<file path="config.mk">
export PLATFORM = sky130hd
export DESIGN_NAME = mux_l1_tx
export DESIGN_NICKNAME = d
export VERILOG_FILES = /design/src/rtl/mux_l1_tx.sv
export SDC_FILE = /design/constraint.sdc
export NUM_CORES = 1
export LEC_CHECK = 0
export ABC_AREA = 1
export BUFFER_PORTS_ARGS = -buffer_cell sky130_fd_sc_hd__buf_4
export CAP_MARGIN = 10
export CORE_MARGIN = 8
export CORE_UTILIZATION = 53
export CTS_CLUSTER_DIAMETER = 200
export CTS_CLUSTER_SIZE = 40
export DETAILED_ROUTE_END_ITERATION = 6
export PLACE_DENSITY = 0.79
export SETUP_SLACK_MARGIN = 0.2
export SLEW_MARGIN = 10
export SYNTH_ARGS = -nofsm -noshare
export SYNTH_HDL_FRONTEND = slang
export SYNTH_SLANG_ARGS = --single-unit
</file>
<file path="constraint.sdc">
create_clock -name clk_4f -period 2.07 [get_ports clk_4f]
set_input_delay 0.5175 -clock clk_4f [delete_from_list [all_inputs] [get_ports clk_4f]]
set_output_delay 0.5175 -clock clk_4f [all_outputs]
set_load 0.005 [all_outputs]
</file>
<file path="src/rtl/mux_l1_tx.sv">
// Four-lane to single-stream transmit serializer: captures all lanes once per
// frame and emits them round-robin 0,1,2,3 on clk_4f, IDLE_BYTE in empty slots.
module mux_l1_tx #(
    parameter int unsigned    BW        = 8,
    parameter logic [BW-1:0]  IDLE_BYTE = 8'hBC
) (
    input  logic          clk_4f,
    input  logic          reset_L,
    input  logic          enable,
    input  logic [BW-1:0] data_0,
    input  logic [BW-1:0] data_1,
    input  logic [BW-1:0] data_2,
    input  logic [BW-1:0] data_3,
    input  logic          valid_0,
    input  logic          valid_1,
    input  logic          valid_2,
    input  logic          valid_3,
    output logic          load_strobe,
    output logic [BW-1:0] data_out,
    output logic          valid_out,
    output logic [1:0]    lane_out
);

    logic [1:0]    r_phase;
    logic [BW-1:0] r_bank_data [4];
    logic [3:0]    r_bank_valid;

    logic [BW-1:0] w_lane_data [4];
    logic [3:0]    w_lane_valid;
    logic          w_capture;

    always_comb begin
        w_lane_data[0] = data_0;
        w_lane_data[1] = data_1;
        w_lane_data[2] = data_2;
        w_lane_data[3] = data_3;
        w_lane_valid   = {valid_3, valid_2, valid_1, valid_0};
    end

    assign w_capture   = (r_phase == 2'd3);
    assign load_strobe = w_capture & enable & reset_L;

    // The slot closed by an edge belongs to the lane indexed by the pre-edge
    // phase, so lane i of a frame captured at edge k leaves at edge k+1+i and
    // lane 3 reads the bank before the same-edge capture overwrites it.
    always_ff @(posedge clk_4f) begin
        if (!reset_L) begin
            r_phase      <= 2'd3;
            r_bank_valid <= '0;
            for (int unsigned i = 0; i < 4; i++) begin
                r_bank_data[i] <= '0;
            end
            data_out  <= IDLE_BYTE;
            valid_out <= 1'b0;
            lane_out  <= 2'd0;
        end else if (enable) begin
            r_phase <= r_phase + 2'd1;
            if (w_capture) begin
                r_bank_valid <= w_lane_valid;
                for (int unsigned i = 0; i < 4; i++) begin
                    r_bank_data[i] <= w_lane_data[i];
                end
            end
            data_out  <= r_bank_valid[r_phase] ? r_bank_data[r_phase] : IDLE_BYTE;
            valid_out <= r_bank_valid[r_phase];
            lane_out  <= r_phase;
        end else begin
            data_out  <= IDLE_BYTE;
            valid_out <= 1'b0;
        end
    end

endmodule

</file>
* Word-level counts from Yosys, hierarchy flattened *
Memory sizes are Yosys's and may differ from the RTL's. A register that Yosys moved wholly into a read port is not among the register bits.
Cells that the tools add are included.
W data, S select, Z words.

word-level totals
  register bits = 9
  RAM bits = 32
  output and inout port bits = 12
  memories = 1

memory list
  memory       depth  width  read ports  clocked after Yosys merged registers in  wr ports  line  source
  r_bank_data  4      8      1           1                                        4         25    logic [BW-1:0] r_bank_data [4];

operators by class
  add/sub/neg operators = 1
  magnitude comparators = 1
  equal/unequal tests = 1
  mux-type cells = 11
  bitwise operators = 6
  reductions and logical operators = 4

operators by type and width
  operator               count
  $mux W8                4
  $mux W1                6
  $or A1 B1 Y1           4
  $reduce_and A2 Y1      2
  $lt A2 B3 Y1 const B   1
  $reduce_and A3 Y1      1
  $add A2 B1 Y2 const B  1
  $and A1 B1 Y1          2
  $bmux W1 S2            1
  $eq A2 B2 Y1 const B   1
  $logic_not A1 Y1       1

* Logic depth before layout (Yosys ltp) *
Gate-level depths: netlist of the first run.

  depth after elaboration = 6
  gate-level depth with buffers = 7
  mapped depth without buffers = 6

* Worst setup path after synthesis of the first run *
OpenSTA, ideal clock, no wires.

  path kind = reg-to-reg
  start point = register r_phase[0]
  end point = memory r_bank_data[0][0] (enable)
  setup time = 0.389 ns
  data arrival time = 1.396 ns
  path slack = 0.285 ns
  cell stages (with the launch flop) = 4
  path buffers = 0
  path through = dfxtp_1 > ha_1 > nand2_1 > nand2_1

RTL lines
  element                 line  source
  start, declared         24    logic [1:0] r_phase;
  start signal, assigned  57    r_phase <= r_phase + 2'd1;
  end, declared           25

* Worst setup path in the final report of the first run *
  start point = register r_phase[0]
  end point = output port load_strobe

on the way
  longest elaborated chain between the ends = 3

ends and longest elaborated chain
  element                      line  source
  $eq A2 B2 Y1                 40    assign w_capture = (r_phase == 2'd3);
  $and A1 B1 Y1 (2 in series)  41    assign load_strobe = w_capture & enable & reset_L;
  end, declared                18    output logic load_strobe,

No other way between the ends.

==> qor.yml, run 1 <==
status: "finished, final reports clean"
grt_busiest_layer: "met2"
cts_tree: "done"
ys_top_cells_by_count: "nand2_1 (64), inv_1 (51), edfxtp_1 (32), nor2_2 (30), nand3_1 (28)"
synth_top_area_share_pct: 43.34
ios: 51
wl_per_cell_um: 11.65
combPwrFrac_pct: 13.5
finalCritPeriodShare_pct: 79.91
seqPwrFrac_pct: 54.5
core_um2: 4029
power_density_nw_per_um2: 767.1
clkTransAtPathRegs_ps: 80
grt_use_met1_pct: 15.60
cp.arrival_ps: 1140
area_growth_pct: 22.80
gr-usage-all-layers_pct: 13.03
cp_slowest_stage_delay_ps: 350
synth_ff_type: "edfxtp_1"
clockRootBuffer: "clkbuf_8"
hpwl_um: 2843
crit_slowest_cell: "dfxtp_1"
grt_start_max_net_pins: 33
max-cap-violations: 0
synth.most_common_cell: "nand2_1"
antennaDiodeCount: 0
worst_pin_slew_ps: 499.4
io_buffers: 50
leakage_uw: 0.001363
wl_um: 4076
path_buf_inv: 2
cts_hold_buf: 0
drive_gt1_share_pct: 31.67
start_util_pct: 55.03
tns_ps: 0
fillers: 343
holdWs_ps: 405.9
die_h_um: 80.68
met2_usage_pct: 21.33
cts_resized: 0
setup_ws_ps: 415.9
drv_slew: 0
ys_seq_area_share_pct: 58.69
p_int_uw: 1594
path_cells: "ha_1, nand2_4, inv_2, buf_4"
gp_congestion: 0.8090
grt_setup_unrepaired: "no"
total_power_uw: 2089
synth.avg_cell_area_um2: 8.976
netSwitchingFraction_pct: 23.67
cts_sinks: 49
fmaxAchievable_ghz: 0.6046
grt_util_met3_pct: 2.790
period_needed_ps: 1654
die_width_um: 80.68
final-setup-viol-count: 0
antenna_found_initial: 0
finish.utilization_pct: 67.58
rows: 23
clockBufferDepth: 2
grt_pass1_wl_um: 6651
synth_edf_count: 32
netlist_instances: 247
numCtsBuffers: 5
synth_cell_types: 17
slew_headroom_pct: 66.71
hold_viol: 0
critPathCaptureType: "primary output"
drt_pass1_iterations: 4
crit_type: "reg -> out"
cts_htree_levels: 2
yosysTopAreaCell: "edfxtp_1"
peakVddDrop_uv: 448.9
via_per_inst: 4.526
overflow: 0
synth_seq_cells: 49
worstPathRequired_ps: 1550
dr_total_vias: 1584
dieArea_um2: 6509
clock_skew_ps: 7.336
clk_latency_ps: 300
drc: 0
pwr-share-clk_pct: 32.0
post_cts_buffers: 0
hp-class: "in -> reg"
syn_area_um2: 2217
nNetsFinal: 339
ys_warn_count: 0
async_flop_share_pct: 0
p_sw_uw: 494.4
critPathTopFamily: "flip-flops"
crit_fanout: 5
synth_nets: 287
antenna_left: 0
grt_pass1_vias: 1518
synth.area.top_cells: "edfxtp_1 (43%), dfxtp_1 (15%), nand2_1 (11%)"
drt_iter0_drc: 65
pre_cts_ws_ps: 414.6
startpoint_type: "flip-flop"
==> power by group through the flow <==
stage | clock network [µW] | registers, µW | logic, µW
after floorplan | 0 | 1160 | 179
after global placement | 0 | 1160 | 279
after detailed placement | 0 | 1160 | 283
after CTS | 674 | 1140 | 285
after global routing | 722 | 1140 | 321
final | 669 | 1140 | 282
==> registers in the layout, summed over array words and instances, names as in the netlist <==
signal / cells
r_bank_valid: 4
r_phase: 2
r_bank_data: 32
lane_out: 2
valid_out: 1
data_out: 8
==> cells by family (layout without fill, tap and decap cells) <==
family / count (synthesis) / count (layout) / share of synthesized area (%)
flops: 49 / 49 / 58.69
buf+inv: 63 / 116 / 12.36
fa+ha+maj: 1 / 1 / 0.5642
simple gates: 129 / 129 / 27.26
compound gates: 5 / 5 / 1.128
==> through the flow <==
| step | cells | instance area (µm²) |
|---|---|---|
| floorplan | 247 | 2217 |
| global placement | 342 | 2616 |
| detailed placement | 342 | 2616 |
| CTS | 350 | 2723 |
| global route | 350 | 2723 |
| finish | 350 | 2723 |
==> final timing paths <==
check / start / endpoint / slack, ps / cells after the start
worst max register to register: r_phase[0] / r_bank_data[2][4] / 550 / 4
worst min register to register: lane_out[0] / lane_out[0] / 470 / 2
worst min-delay path: valid_1 / r_bank_valid[1] / 410 / 3
worst max-delay path: r_phase[0] / load_strobe / 420 / 4
==> cell type report <==
type | instances | area [µm²] | share of cell area, %
Clock inverter | 2 | 33.78 | 1.241
Sequential cell | 49 | 1301 | 47.79
Inverter | 54 | 205.2 | 7.537
Timing Repair Buffer | 54 | 405.4 | 14.89
Clock buffer | 6 | 72.57 | 2.665
Tap cell | 50 | 62.56 | 2.298
Multi-Input combinational cell | 135 | 641.9 | 23.58
==> layer usage <==
layer	wire, µm	up-vias
met5	0	-
met4	80	0
met3	277	8
met2	1934	47
met1	1783	680
li1	-	849
==> layout by cell type, fill, tap and decap left out <==
| cell type | instances |
|---|---|
| nand3_1 | 28 |
| inv_2 | 2 |
| ha_1 | 1 |
| inv_1 | 51 |
| o21ai_0 | 2 |
| dfxtp_1 | 17 |
| clkbuf_1 | 1 |
| nor2_1 | 5 |
| buf_4 | 54 |
| edfxtp_1 | 32 |
| nand2_1 | 64 |
| a21oi_1 | 3 |
| clkinv_1 | 1 |
| nand2_2 | 1 |
| clkbuf_8 | 5 |
| nand2_4 | 1 |
| nor2_2 | 30 |
| bufinv_16 | 1 |
| inv_4 | 1 |
==> worst min-delay path: stages <==
cell and delay (ps):
buf_4 70, nand2_1 40, nand2_1 40
Note: power is estimated with default switching activity, not from simulation.
==> inputs of run 2 (changes only) <==
- CORE_UTILIZATION: 53 -> 48
- PLACE_DENSITY: 0.79 -> 0.75
- clock period: 2.07 -> 1.4 ns (I/O delays scaled with it)
==> run 2 against run 1 <==
Against the previous run: worst hold slack lost 180 ps; global-route usage decreased by 0.15 points; critical endpoint unchanged; critical path depth did not move; total power up 45%; core utilization about the same.
==> qor.yml, run 2 (same netlist as run 1, synthesis figures left out) <==
status: "finished, final reports clean"
area_growth_pct: 34.59
critPathCaptureType: "primary output"
fmaxAchievable_ghz: 0.7232
ios: 51  # unchanged
final_common_cell: "nand2_1"
nNetsFinal: 354  # +4.4%
wl_per_cell_um: 13.09  # +12%
netSwitchingFraction_pct: 25.75  # +2.1 points
grt_pass1_wl_um: 7369  # +11%
antenna_found_initial: 0  # unchanged
instances_no_fill: 367  # +4.9%
overflow: 0  # unchanged
seqPwrFrac_pct: 55.8  # +1.3 points
hp-class: "in -> reg"
drc: 0  # unchanged
place_inst: 348  # +1.8%
wl_um: 4804  # +18%
start_util_pct: 50.23  # -4.8 points
largest_reg_flops: 32  # unchanged
grt_start_max_net_pins: 33  # unchanged
pwr-share-clk_pct: 25.9  # -6.1 points
p_int_uw: 2245  # +41%
numCtsBuffers: 5  # unchanged
fillers: 338  # -1.5%
io_buffers: 50  # unchanged
clk_latency_ps: 300  # about the same
cp.arrival_ps: 1030  # -110 ps
hpwl_um: 2998  # +5.4%
p_sw_uw: 778.5  # +57%
startpoint_type: "flip-flop"
drt_iter0_drc: 97  # +49%
crit_fanout: 2  # -3
worst_pin_slew_ps: 388.8  # -110.6 ps
layout_common_cells: "nand2_1 (61), buf_4 (59), inv_1 (50)"
clockBufferDepth: 2  # unchanged
total_power_uw: 3023  # +45%
finalCritPeriodShare_pct: 98.76
dr_total_vias: 1727  # +9.0%
leakage_uw: 0.001468  # +7.7%
die_width_um: 83.97  # +4.1%
antenna_left: 0  # unchanged
place_area_um2: 2683  # +2.5%
hold_viol: 0  # unchanged
crit_type: "reg -> out"
die_h_um: 83.97  # +4.1%
power_density_nw_per_um2: 1013  # +32%
clockRootBuffer: "clkbuf_8"
max-cap-violations: 0  # unchanged
drt_pass1_iterations: 4  # unchanged
slew_headroom_pct: 73.99  # +7.3 points
gp_congestion: 0.8043  # -0.58%
combPwrFrac_pct: 18.3  # +4.8 points
via_per_inst: 4.706  # +4.0%
grt_setup_unrepaired: "yes"
core_um2: 4414  # +9.6%
period_needed_ps: 1383
top_regs: "r_bank_data (32), data_out (8), r_bank_valid (4)"
grt_pass1_vias: 1637  # +7.8%
final-setup-viol-count: 0  # unchanged
regMostFlops: "r_bank_data"
peakVddDrop_uv: 592.6  # +32%
drv_slew: 0  # unchanged
dieArea_um2: 7050  # +8.3%
tns_ps: 0  # unchanged
antennaDiodeCount: 0  # unchanged
cts_sinks: 49  # unchanged
cts_htree_levels: 2  # unchanged
worstPathRequired_ps: 1050  # -500 ps
gr-usage-all-layers_pct: 12.88  # -0.15 points
clkTransAtPathRegs_ps: 80  # about the same
clock_skew_ps: 5.470  # -1.866 ps
rows: 24  # +4.3%
cts_tree: "done"
fin_area_um2: 2984  # +9.6%
drive_gt1_share_pct: 38.10  # +6.4 points
==> run 2: changes by cell type in the layout (fill, tap and decap cells not counted), moves of 2 or more <==
cell	delta
nand2_4	+2
nand3_2	+2
dfxtp_1	-2
nand2_1	-3
buf_6	+3
nand3_1	-2
nand2_2	+2
inv_2	-2
buf_4	+5
nand2_8	+2
==> run 2: final cells by class <==
class                           count  area, µm²  share of cell area, %
Clock inverter                      3      12.51                 0.4193
Timing Repair Buffer               66      581.8                  19.50
Tap cell                           52      65.06                  2.180
Clock buffer                        5      68.82                  2.306
Multi-Input combinational cell    138      730.7                  24.49
Sequential cell                    49       1306                  43.77
Inverter                           54      219.0                  7.338
==> run 2: final timing paths <==
check	slack, ps	startpoint	end	cells after the start
max reg2reg	50	r_phase[0]	r_bank_data[1][1]	5
min	230	valid_2	r_bank_valid[2]	3
min reg2reg	480	lane_out[0]	lane_out[0]	2
max	20	r_phase[0]	load_strobe	4
==> run 2: power groups by stage <==
stage	logic [µW]	clock network [µW]	registers, µW
after global routing	615	852	1700
after floorplan	276	0	1710
after CTS	502	787	1690
after global placement	438	0	1720
after detailed placement	447	0	1720
final	553	784	1690
==> run 2: through the flow <==
step	worst slack [ps]	utilization (%)	hold slack, ps
2_1_floorplan	202.4	-	439.5
3_3_place_gp	90.62	60.77	453.1
3_5_place_dp	37.25	60.77	461.5
4_1_cts	12.63	65.25	229.8
5_1_grt	-11.11	67.60	237.2
6_report	17.34	67.60	225.8
==> run 2: what timing repair did <==
action / CTS / global route
gates resized for setup: 6 / 13
setup endpoints to repair: 42 / 67
pin swaps: 2 / 4
setup buffers: 4 / 1
hold buffers: 0 / 0
gates cloned: 2 / 4
==> run 2: layer usage <==
metal  vias up  routed length [µm]  track usage, %
li1        887                   -               -
met1       771                2171           15.27
met2        61                2287           20.35
met3         8                 250           4.199
met4         0                  96           6.436
met5         -                   0               0
==> run 2: worst max-delay path, stage by stage, from the launching register on <==
cell     delay (ps)
dfxtp_4         360
ha_4            160
nand2_4          70
inv_4            30
buf_6           100
==> inputs of run 3 (changes only) <==
- HOLD_SLACK_MARGIN: default -> 0.12
- clock period: 1.4 -> 1.13 ns (I/O delays scaled with it)
==> run 3 against run 2 <==
Against the previous run: the flow now finishes with violations (negative setup slack); clock power rose by 26%; die area did not move; critical path type unchanged; sequential power is 24% higher; sequential share of layout area shrank 4.3 points; highest routed layer unchanged; routed wire length increased by 24%; register-to-register slack got worse by 250 ps; critical endpoint unchanged; worst hold slack lost 57 ps; worst setup slack worse by 210 ps; first-iteration DRC count rose by 15%; flip-flop and latch count unchanged; global-route usage grew 3.4 points.
==> qor.yml, run 3 (same netlist as run 1, synthesis figures left out) <==
startpoint_type: "flip-flop"
final_common_cell: "buf_4"
cts_sinks: 49  # unchanged
path_cells: "ha_4, nand2_4, inv_4, buf_6"
status: "finished with violations"
instances_no_fill: 377  # +2.7%
drc: 0  # unchanged
combPwrFrac_pct: 22.1  # +3.8 points
hp-class: "in -> reg"
crit_fanout: 2  # unchanged
grt_setup_unrepaired: "yes"
final-setup-viol-count: 78  # +78
critPathCaptureType: "primary output"
seqPwrFrac_pct: 53.0  # -2.8 points
holdPathStages: 3  # unchanged
worst_pin_slew_ps: 196.5  # -192.4 ps
netSwitchingFraction_pct: 26.73  # +0.98 points
r2r_slack_ps: -200  # -250 ps
overflow: 0  # unchanged
r2r-start: "r_phase[0]"
grt_start_max_net_pins: 15  # -55%
grt_pass1_vias: 1914  # +17%
r2r.worst_path.cells: 5  # unchanged
start_util_pct: 50.23  # unchanged
largest_reg_flops: 32  # unchanged
antenna_left: 0  # unchanged
clkTransAtPathRegs_ps: 80  # about the same
drt_iter0_drc: 112  # +15%
leakage_uw: 0.001605  # +9.3%
cp_slowest_stage_delay_ps: 360  # about the same
hold_end: "r_bank_valid[0]"
antenna_found_initial: 0  # unchanged
pwr-share-clk_pct: 24.9  # -1.0 points
worstPathRequired_ps: 850  # -200 ps
layout_common_cells: "buf_4 (53), nand2_1 (51), inv_1 (49)"
top_regs: "r_bank_data (32), data_out (8), r_bank_valid (4)"
cp.arrival_ps: 1040  # about the same
violations: "negative setup slack"
peakVddDrop_uv: 665.6  # +12%
wl_um: 5934  # +24%
clock_skew_ps: 6.368  # +0.8979 ps
cts_htree_levels: 2  # unchanged
hold_viol: 0  # unchanged
nNetsFinal: 364  # +2.8%
hpwl_um: 3328  # +11%
die_h_um: 83.97  # unchanged
path_buf_inv: 2  # unchanged
critPathTopFamily: "flip-flops"
drv_slew: 0  # unchanged
slew_headroom_pct: 86.88  # +13 points
p_int_uw: 2908  # +30%
p_sw_uw: 1061  # +36%
area_growth_pct: 50.62
ios: 51  # unchanged
finalCritPeriodShare_pct: 117.3
fmaxAchievable_ghz: 0.7547
io_buffers: 50  # unchanged
hp-start: "valid_0"
dieArea_um2: 7050  # unchanged
power_density_nw_per_um2: 1189  # +17%
drive_gt1_share_pct: 49.23  # +11 points
crit_slowest_cell: "dfxtp_4"
clockRootBuffer: "clkbuf_8"
gr-usage-all-layers_pct: 16.31  # +3.4 points
antennaDiodeCount: 0  # unchanged
die_width_um: 83.97  # unchanged
drt_pass1_iterations: 4  # unchanged
clockBufferDepth: 2  # unchanged
numCtsBuffers: 5  # unchanged
grt_pass1_wl_um: 9114  # +24%
max-cap-violations: 0  # unchanged
rows: 24  # unchanged
total_power_uw: 3969  # +31%
cts_tree: "done"
wl_per_cell_um: 15.74  # +20%
clk_latency_ps: 310  # about the same
crit_type: "reg -> out"
core_um2: 4414  # unchanged
dr_total_vias: 1856  # +7.5%
period_needed_ps: 1325
finish.utilization_pct: 75.65  # +8.0 points
r2r_end: "r_bank_data[1][6]"
setup_ws_ps: -195.0  # -212.4 ps
place_inst: 355  # +2.0%
via_per_inst: 4.923  # +4.6%
gp_congestion: 0.7952  # -1.1%
regMostFlops: "r_bank_data"
==> run 3: how the worst max path moves through the flow <==
stage,start,to,slack (ps),depth (start not counted)
6_report,r_phase[0],load_strobe,-200,4
4_1_cts,r_phase[0],load_strobe,-190,4
2_1_floorplan,r_phase[0],r_bank_data[0][0],60,3
3_3_place_gp,r_phase[0],data_out[2],-30,6
5_1_grt,r_phase[0],load_strobe,-210,4
3_5_place_dp,r_phase[0],data_out[5],-70,6
==> run 3: metal layers <==
metal  vias to the layer above  global-route usage (%)  part of all wire, %
li1                        905                       -                    -
met1                       860                   19.60                   40
met2                        75                   26.81                   51
met3                        16                   3.223                  5.4
met4                         0                   8.477                  3.1
met5                         -                       0                    0
==> run 3: power by group through the flow <==
stage	clock [µW]	sequential, µW	combinational, µW
4_1_cts	995	2100	784
5_1_grt	1070	2110	945
6_report	987	2100	877
3_3_place_gp	0	2130	602
3_5_place_dp	0	2140	612
2_1_floorplan	0	2120	364
==> run 3: area by class of cell <==
cell class,instances,area [µm²]
tap,52,65.06
clock inverter,1,3.754
multi-input combinational,138,883.3
timing repair buffer,76,772.0
sequential,49,1319
inverter,54,220.2
fill,293,1075
clock buffer,7,76.32
==> run 3: repair_timing <==
action,in CTS,in global routing
hold buffers,0,0
endpoints found under the setup margin,91,93
buffers inserted,6,1
pin swaps,8,13
endpoints found under the hold margin,0,0
gates resized for setup,42,29
cloned,6,1
==> run 3: tightest hold or removal path: stages <==
cell	delay, ps
buf_4	80
nand2_1	40
nand2_1	40
==> run 3: through the flow <==
step                      setup slack (ps)  hold WS [ps]  TNS, ps  instance area, µm²
after floorplan                      57.86         371.9        0                2290
after global placement              -30.27         448.8   -138.9                2798
after detailed placement            -67.73         462.0    -1487                2798
after CTS                           -188.3         163.7    -5015                3196
after global routing                -210.8         182.7    -7499                3339
final                               -195.0         168.9    -6411                3339
